`config.mk`:
```
export PLATFORM = sky130hd
export DESIGN_NAME = lcd_display_scanner
export DESIGN_NICKNAME = d
export VERILOG_FILES = /design/src/rtl/lcd_scan_pkg.sv /design/src/rtl/hex_ascii_encoder.sv /design/src/rtl/lcd_display_scanner.sv
export SDC_FILE = /design/constraint.sdc
export NUM_CORES = 1
export LEC_CHECK = 0
export ABC_CLOCK_PERIOD_IN_PS = 7400
export BUFFER_PORTS_ARGS = -buffer_cell sky130_fd_sc_hd__buf_2
export CORE_MARGIN = 10
export CORE_UTILIZATION = 45
export DETAILED_ROUTE_END_ITERATION = 6
export GPL_TIMING_DRIVEN = 0
export PLACE_DENSITY = 0.65
export SKIP_CTS_REPAIR_TIMING = 1
export SKIP_LAST_GASP = 1
export SYNTH_ARGS = -nofsm -noshare
export SYNTH_HDL_FRONTEND = slang
export SYNTH_SLANG_ARGS = --single-unit
```
`constraint.sdc`:
```
create_clock -name clk -period 7.4 [get_ports clk]
set_input_delay 1.48 -clock clk [delete_from_list [all_inputs] [get_ports clk]]
set_output_delay 1.48 -clock clk [all_outputs]
set_load 0.02 [all_outputs]
```
`src/rtl/lcd_scan_pkg.sv`:
```
// Shared constants and FSM type for the LCD display scanner.
// Used by lcd_display_scanner and its hex encoder.
package lcd_scan_pkg;

    localparam int LINE_CHARS = 14;
    localparam int NAME_CHARS = 5;
    localparam int COL_SEP    = 5;
    localparam int COL_HEX    = 6;
    localparam int COL_LAST   = LINE_CHARS - 1;

    localparam logic [7:0] SPACE = 8'h20;
    localparam logic [7:0] COLON = 8'h3A;

    typedef enum logic [1:0] {
        ST_IDLE,
        ST_REQ,
        ST_CAP,
        ST_EMIT
    } scan_state_e;

endpackage

```
`src/rtl/hex_ascii_encoder.sv`:
```
// Combinational nibble to uppercase ASCII hex digit.
module hex_ascii_encoder (
    input  logic [3:0] nibble,
    output logic [7:0] ascii
);

    always_comb begin
        if (nibble < 4'd10) begin
            ascii = 8'h30 + {4'h0, nibble};
        end else begin
            ascii = 8'h37 + {4'h0, nibble};
        end
    end

endmodule

```
`src/rtl/lcd_display_scanner.sv`:
```
// Scans display entries and streams each as a 14-char text line.
// Optional LCD_SCAN_ZERO_SUPPRESS_EN blanks leading zero hex digits.
module lcd_display_scanner
    import lcd_scan_pkg::*;
#(
    parameter int NUM_ENTRIES    = 6,
    parameter int REFRESH_CYCLES = 1000000
) (
    input  logic        clk,
    input  logic        reset,
    output logic [5:0]  display_number,
    input  logic        display_valid,
    input  logic [39:0] display_name,
    input  logic [31:0] display_value,
    output logic        char_valid,
    output logic [7:0]  char_data,
    output logic [5:0]  char_row,
    output logic [3:0]  char_col,
    input  logic        char_ready,
    output logic        scan_done
);

    localparam int CNT_W = (REFRESH_CYCLES > 1) ? $clog2(REFRESH_CYCLES) : 1;
    localparam logic [CNT_W-1:0] CNT_RELOAD = CNT_W'(REFRESH_CYCLES - 1);
    localparam logic [5:0]       LAST_IDX   = 6'(NUM_ENTRIES);

    scan_state_e      state_q, state_d;
    logic [CNT_W-1:0] cnt_q, cnt_d;
    logic [5:0]       idx_q, idx_d;
    logic             line_valid_q, line_valid_d;
    logic [39:0]      line_name_q, line_name_d;
    logic [31:0]      line_value_q, line_value_d;
    logic [5:0]       num_q, num_d;
    logic             cv_q, cv_d;
    logic [7:0]       cd_q, cd_d;
    logic [5:0]       row_q, row_d;
    logic [3:0]       col_q, col_d;
    logic             done_q, done_d;

    logic             src_valid;
    logic [39:0]      src_name;
    logic [31:0]      src_value;
    logic [3:0]       nxt_col;
    logic [7:0]       name_byte;
    logic [3:0]       nibble;
    logic [7:0]       hex_char;
    logic [7:0]       nxt_char;
`ifdef LCD_SCAN_ZERO_SUPPRESS_EN
    logic             lead_zero;
`endif

    hex_ascii_encoder u_hex (
        .nibble (nibble),
        .ascii  (hex_char)
    );

    // In CAP the first character comes straight from the response inputs
    always_comb begin
        if (state_q == ST_CAP) begin
            src_valid = display_valid;
            src_name  = display_name;
            src_value = display_value;
            nxt_col   = 4'd0;
        end else begin
            src_valid = line_valid_q;
            src_name  = line_name_q;
            src_value = line_value_q;
            nxt_col   = col_q + 4'd1;
        end

        case (nxt_col)
            4'd0:    name_byte = src_name[39:32];
            4'd1:    name_byte = src_name[31:24];
            4'd2:    name_byte = src_name[23:16];
            4'd3:    name_byte = src_name[15:8];
            4'd4:    name_byte = src_name[7:0];
            default: name_byte = 8'h00;
        endcase

        case (nxt_col)
            4'd6:    nibble = src_value[31:28];
            4'd7:    nibble = src_value[27:24];
            4'd8:    nibble = src_value[23:20];
            4'd9:    nibble = src_value[19:16];
            4'd10:   nibble = src_value[15:12];
            4'd11:   nibble = src_value[11:8];
            4'd12:   nibble = src_value[7:4];
            4'd13:   nibble = src_value[3:0];
            default: nibble = 4'h0;
        endcase

        if (!src_valid) begin
            nxt_char = SPACE;
        end else if (nxt_col < 4'(COL_SEP)) begin
            nxt_char = (name_byte == 8'h00) ? SPACE : name_byte;
        end else if (nxt_col == 4'(COL_SEP)) begin
            nxt_char = COLON;
        end else begin
            nxt_char = hex_char;
        end

`ifdef LCD_SCAN_ZERO_SUPPRESS_EN
        case (nxt_col)
            4'd6:    lead_zero = (src_value[31:28] == 4'h0);
            4'd7:    lead_zero = (src_value[31:24] == 8'h0);
            4'd8:    lead_zero = (src_value[31:20] == 12'h0);
            4'd9:    lead_zero = (src_value[31:16] == 16'h0);
            4'd10:   lead_zero = (src_value[31:12] == 20'h0);
            4'd11:   lead_zero = (src_value[31:8] == 24'h0);
            4'd12:   lead_zero = (src_value[31:4] == 28'h0);
            default: lead_zero = 1'b0;
        endcase
        if (src_valid && lead_zero) begin
            nxt_char = SPACE;
        end
`endif
    end

    always_comb begin
        state_d      = state_q;
        cnt_d        = cnt_q;
        idx_d        = idx_q;
        line_valid_d = line_valid_q;
        line_name_d  = line_name_q;
        line_value_d = line_value_q;
        num_d        = num_q;
        cv_d         = cv_q;
        cd_d         = cd_q;
        row_d        = row_q;
        col_d        = col_q;
        done_d       = 1'b0;

        unique case (state_q)
            ST_IDLE: begin
                if (cnt_q == '0) begin
                    state_d = ST_REQ;
                    idx_d   = 6'd1;
                    num_d   = 6'd1;
                end else begin
                    cnt_d = cnt_q - CNT_W'(1);
                end
            end
            ST_REQ: begin
                state_d = ST_CAP;
            end
            ST_CAP: begin
                state_d      = ST_EMIT;
                num_d        = 6'd0;
                line_valid_d = display_valid;
                line_name_d  = display_name;
                line_value_d = display_value;
                cv_d         = 1'b1;
                cd_d         = nxt_char;
                row_d        = idx_q;
                col_d        = 4'd0;
            end
            ST_EMIT: begin
                if (cv_q && char_ready) begin
                    if (col_q == 4'(COL_LAST)) begin
                        cv_d = 1'b0;
                        if (idx_q == LAST_IDX) begin
                            state_d = ST_IDLE;
                            done_d  = 1'b1;
                            cnt_d   = CNT_RELOAD;
                        end else begin
                            state_d = ST_REQ;
                            idx_d   = idx_q + 6'd1;
                            num_d   = idx_q + 6'd1;
                        end
                    end else begin
                        col_d = nxt_col;
                        cd_d  = nxt_char;
                    end
                end
            end
            default: state_d = ST_IDLE;
        endcase
    end

    always_ff @(posedge clk) begin
        if (reset) begin
            state_q      <= ST_IDLE;
            cnt_q        <= '0;
            idx_q        <= '0;
            line_valid_q <= 1'b0;
            line_name_q  <= '0;
            line_value_q <= '0;
            num_q        <= '0;
            cv_q         <= 1'b0;
            cd_q         <= '0;
            row_q        <= '0;
            col_q        <= '0;
            done_q       <= 1'b0;
        end else begin
            state_q      <= state_d;
            cnt_q        <= cnt_d;
            idx_q        <= idx_d;
            line_valid_q <= line_valid_d;
            line_name_q  <= line_name_d;
            line_value_q <= line_value_d;
            num_q        <= num_d;
            cv_q         <= cv_d;
            cd_q         <= cd_d;
            row_q        <= row_d;
            col_q        <= col_d;
            done_q       <= done_d;
        end
    end

    assign display_number = num_q;
    assign char_valid     = cv_q;
    assign char_data      = cd_q;
    assign char_row       = row_q;
    assign char_col       = col_q;
    assign scan_done      = done_q;

endmodule

```
After elaboration in Yosys (flattened, before gate mapping)

Index checks and enable logic that the tools add are counted.

Equal/unequal tests: 25
Divide/modulo/power cells: 0
Bitwise gates (word level): 3
Muxes and demuxes: 37
Shifts and indexed selects: 0
Add/subtract/negate cells: 5
$mul: 0
Reductions and logical operators: 15
Magnitude comparators: 2

Operator list:

| operator                | count |
|---|---|
| $mux W20                | 4 |
| $mux W8                 | 7 |
| $mux W40                | 1 |
| $pmux W20 S2            | 1 |
| $pmux W8 S5             | 1 |
| $mux W32                | 1 |
| $pmux W4 S8             | 1 |
| $eq A4 B4 Y1 const B    | 7 |
| $mux W6                 | 4 |
| $logic_not A20 Y1       | 1 |
| $sub A20 B1 Y20 const B | 1 |
| $pmux W6 S3             | 1 |
| $eq A4 B3 Y1 const B    | 4 |
| $pmux W8 S2             | 1 |
| $reduce_and A5 Y1       | 3 |
| $add A6 B4 Y7 const A   | 2 |
| $ne A2 B2 Y1 const B    | 7 |
| $mux W4                 | 3 |
| $pmux W6 S2             | 1 |
| $reduce_and A3 Y1       | 3 |
| $eq A4 B2 Y1 const B    | 2 |
| $logic_not A8 Y1        | 1 |
| $pmux W2 S4             | 1 |
| $pmux W4 S2             | 1 |
| other kinds (18)        | 28 |

Input port bits: 76
Memories: 0
Output and inout bits: 26
Bits in latches: 0
RAM bits: 0
Flip-flop bits (word level): 127
Memory bits (read-only): 0

Depth between registers and ports, before layout

Word-level depth: 12
Mapped depth: 13

Cells and area by module

A second synthesis with hierarchy kept.

Cells, all modules: 703
Area total of the unflattened synthesis: 6203.4 um2

Modules (own cells, without submodules):

| module              | sequential area each (um2) | area each (um2) | times used | cells an instance |
|---|---|---|---|---|
| lcd_display_scanner | 2542.4                     | 6098.3          | 1          | 687 |
| hex_ascii_encoder   | 0.0                        | 105.1           | 1          | 16 |

Worst setup path after synthesis

No wires, ideal clock.

Path type: input port to flip-flop
From: input char_ready
To: register cnt_q[16]
Data arrival time: 2839 ps
Required time: 7275 ps
Setup time: 125 ps
Setup slack: 4436 ps
Path buffers: 1
Stages on the path: 7
Cell sequence: buf_4 -> a41oi_4 -> a311oi_4 -> nand3_2 -> or4_1 -> xor2_1 -> o21ai_1

Cells in the longest elaborated chain, start to end: 3

Ends and longest elaborated chain:

| element                     | line                       | RTL |
|---|---|---|
| start, declared             | lcd_display_scanner.sv:19  | `input logic char_ready,` |
| $logic_and A1 B1 Y1         | lcd_display_scanner.sv:158 | `if (cv_q && char_ready) begin` |
| $ne A2 B2 Y1 (no line)      | -                          |  |
| $reduce_and A5 Y1 (no line) | -                          |  |
| end signal, assigned        | lcd_display_scanner.sv:196 | `cnt_q <= cnt_d;` |
| end, declared               | lcd_display_scanner.sv:28  | `logic [CNT_W-1:0] cnt_q, cnt_d;` |

No other way between the ends.
A chain may end at the register's enable or synchronous reset.

Worst setup path in the final report

From: register col_q[1] (netlist: char_col[1])
To: register cd_q[4] (netlist: char_data[4])

Cells in the longest elaborated chain, start to end: 12
Elaborated cells on any way between the ends: 34
Those cells by class: add/sub (3); order compare (2); eq/ne (15); mux (11); reduce/logical (3)

Ends and longest elaborated chain:

| element                                             | line                       | RTL |
|---|---|---|
| start, declared                                     | lcd_display_scanner.sv:37  | `logic [3:0] col_q, col_d;` |
| start signal, assigned                              | lcd_display_scanner.sv:205 | `col_q <= col_d;` |
| $add A4 B1 Y4                                       | lcd_display_scanner.sv:68  | `nxt_col = col_q + 4'd1;` |
| $mux W4                                             | lcd_display_scanner.sv:59  | `if (state_q == ST_CAP) begin` |
| $eq A4 B4 Y1 / $eq A4 B3 Y1 (equally long branches) | lcd_display_scanner.sv:80  | `case (nxt_col)` |
| $pmux W4 S8                                         | lcd_display_scanner.sv:80  |  |
| $add A6 B4 Y7, or another cell as far along         | hex_ascii_encoder.sv:11    | `ascii = 8'h37 + {4'h0, nibble};` |
| $mux W8                                             | hex_ascii_encoder.sv:8     | `if (nibble < 4'd10) begin` |
| $mux W8                                             | lcd_display_scanner.sv:96  | `end else if (nxt_col == 4'(COL_SEP)) begin` |
| $mux W8                                             | lcd_display_scanner.sv:94  | `end else if (nxt_col < 4'(COL_SEP)) begin` |
| $mux W8                                             | lcd_display_scanner.sv:92  | `if (!src_valid) begin` |
| $mux W8                                             | lcd_display_scanner.sv:159 | `if (col_q == 4'(COL_LAST)) begin` |
| $mux W8                                             | lcd_display_scanner.sv:158 |  |
| $pmux W8 S2                                         | lcd_display_scanner.sv:133 | `unique case (state_q)` |
| end signal, assigned                                | lcd_display_scanner.sv:190 | `cd_q <= '0;` |
| end signal, assigned                                | lcd_display_scanner.sv:203 | `cd_q <= cd_d;` |
| end, declared                                       | lcd_display_scanner.sv:35  | `logic [7:0] cd_q, cd_d;` |

Parallel ways exist; a longest one is shown, timed or not. The select of a mux whose other input is x is not followed.

==> impl_metrics.tcl <==
set metrics [dict create \
    outcome "completed" \
    cap_violations 0 \
    fin_tns_setup_ns 0 \
    crit_required_ns 7.74 \
    synth_seq_area_share 0.415 \
    worst_ep_arrival_time_ns 3.84 \
    max_slew_margin 0.437 \
    first_global_vias 5419 \
    gp_congestion 0.874 \
    grt-ovfl-total 0 \
    layout_common_cells "127 x dfxtp_1, 118 x nor2_1, 115 x buf_2, 89 x mux2i_1, 52 x nand2_1" \
    synthFlopType "dfxtp_1" \
    syn-instance-count 675 \
    min_path_type "reg -> reg" \
    clock_latency_ns 0.42 \
    drtPass1Iterations 5 \
    wirelength_um 17100 \
    clock_path_buffers 2 \
    tritoncts "done" \
    cts_sinks 127 \
    cts_made_buffers 17 \
    drive_above_1_share 0.222 \
    drv_slew 0 \
    cp-start-kind "register" \
    antenna_found_initial 0 \
    vias 5316 \
    drt-initial-drc-count 323 \
    die_w_um 137 \
    grt_usage 0.186 \
    areaGrowthSynthToFinish_pct 21.0 \
    p_leak_nw 2.87 \
    dieArea_mm2 0.0187 \
    cp_max_fo 10 \
    htreeDepth 4 \
    hpwl_um 12900 \
    grt_start_max_net_pins 17 \
    grt_pass1_wl_um 27500 \
    fin_nets 881 \
    cts_root_buffer "clkbuf_16" \
    core_area_mm2 0.0133 \
    synth-seq-cells 127 \
    fin_crit_ns 3.49 \
    fmax_ghz 0.286 \
    fp.dieH_um 137 \
    yosysWarnings 0 \
    placed_cell_area_mm2 0.00685 \
    antenna_left 0 \
    grt_setup_unrepaired "false" \
    finalHoldViolCount 0 \
    post-route-drc-count 0 \
    io_buffers 100 \
    design_area_mm2 0.00742 \
    critPathCaptureType "register" \
    initial_core_util 0.461 \
    final_common_cell "dfxtp_1" \
    io_pins 102 \
    viasPerCell 5.41 \
    fin_worst_skew_ns 0.00962 \
    synth_nets 762 \
    async_reset_ff_frac 0 \
    ir_drop_v 0.000263 \
    setup_viol 0 \
    clk_pin_slew_ns 0.05 \
    synth.distinct_cells 70 \
    synth_edf_count 0 \
    antenna_cells 0 \
    post_drt_wl_per_cell_um 17.4 \
    tightest_slew_ns 0.844 \
    mappedNetlistArea_mm2 0.00613 \
    row_count 42 \
    finalCritPeriodShare 0.472 \
    p_per_area_mw_per_mm2 328 \
    syn_area_per_cell_um2 9.08 \
    critPathKind "reg -> reg" \
]
critical path, stage by stage (launching register included):
cell,delay [ns]
dfxtp_1,0.40
buf_2,0.21
inv_1,0.06
ha_1,0.27
clkbuf_1,0.38
clkbuf_1,0.49
mux4_2,0.44
a22oi_1,0.31
ha_1,0.26
a21oi_1,0.10
a221o_1,0.37
a21oi_1,0.13
report_power, final:
group,switching (mW),internal [mW]
sequential,0.0812,0.797
combinational,0.436,0.328
clock,0.289,0.504
per-stage QoR:
step | util | hold WS (ns) | setup slack, ns | instances | power, mW
2_1_floorplan | - | 0.445 | 4.44 | 675 | 1.47
3_3_place_gp | 0.515 | 0.443 | 3.92 | 951 | 1.62
3_5_place_dp | 0.515 | 0.450 | 3.95 | 951 | 1.65
4_1_cts | 0.558 | 0.460 | 3.93 | 983 | 2.44
5_1_grt | 0.558 | 0.479 | 3.65 | 983 | 2.57
6_report | 0.558 | 0.456 | 3.91 | 983 | 2.44
sequential cells by signal, summed over array words and instances (netlist names):
name and count:
scan_done 1, state_q 2, line_name_q 40, char_col 4, cnt_q 20, idx_q 6
line_valid_q 1, char_valid 1, char_data 8, char_row 6, line_value_q 32, display_number 6
routing by layer:
layer | global-route usage | share of wire | vias to the layer above
li1 | - | - | 2635
met1 | 0.221 | 0.44 | 2521
met2 | 0.308 | 0.48 | 136
met3 | 0.0598 | 0.067 | 24
met4 | 0.0669 | 0.017 | 0
met5 | 0 | 0 | -
layout make-up:
class / instances / area, µm²
Buffer: 42 / 195
Clock buffer: 27 / 513
Clock inverter: 5 / 52.6
Fill cell: 1246 / 5880
Inverter: 10 / 37.5
Multi-Input combinational cell: 496 / 3360
Sequential cell: 127 / 2540
Tap cell: 176 / 220
Timing Repair Buffer: 100 / 500
kinds of logic (layout without fill, tap and decap cells):
| logic type | after synthesis | in the layout | share of synthesized area |
|---|---|---|---|
| AO/OA/AOI/OAI | 109 | 109 | 0.129 |
| XOR/XNOR | 24 | 24 | 0.0343 |
| adder cells (fa/ha/maj) | 11 | 11 | 0.0224 |
| buffers and inverters | 52 | 184 | 0.0380 |
| flip-flops | 127 | 127 | 0.415 |
| multiplexers | 97 | 97 | 0.166 |
| AND/OR/NAND/NOR | 255 | 255 | 0.196 |
synth_stat cells, types with 4 or more instances:
| library cell | count | area [µm²] |
|---|---|---|
| clkbuf_1 | 21 | 78.8 |
| ha_1 | 11 | 138 |
| a221oi_1 | 6 | 52.6 |
| nor2_1 | 118 | 443 |
| inv_1 | 9 | 33.8 |
| nand2b_1 | 5 | 31.3 |
| a211o_1 | 4 | 35.0 |
| a22oi_1 | 7 | 52.6 |
| xor2_1 | 13 | 114 |
| nor2b_1 | 5 | 31.3 |
| a21oi_1 | 30 | 150 |
| mux2i_1 | 89 | 891 |
| nor3_1 | 20 | 100 |
| o21ai_0 | 21 | 105 |
| buf_2 | 15 | 75.1 |
| mux2_2 | 5 | 56.3 |
| nand3_1 | 14 | 70.1 |
| a211oi_1 | 5 | 37.5 |
| nor4_1 | 5 | 31.3 |
| nand2_1 | 52 | 195 |
| nand3b_1 | 4 | 30.0 |
| xnor2_1 | 11 | 96.3 |
| dfxtp_1 | 127 | 2540 |
| a31oi_1 | 4 | 25.0 |
path summary, 6_finish.rpt:
kind                                         from                end  slack [ns]  depth (start not counted)
worst min-delay path            display_number[0]  display_number[0]        0.46                          2
worst min register to register  display_number[0]  display_number[0]        0.46                          2
worst max register to register        char_col[1]       char_data[4]        3.91                         11
worst max-delay path                  char_col[1]       char_data[4]        3.91                         11
(Power assumes the default switching activity.)
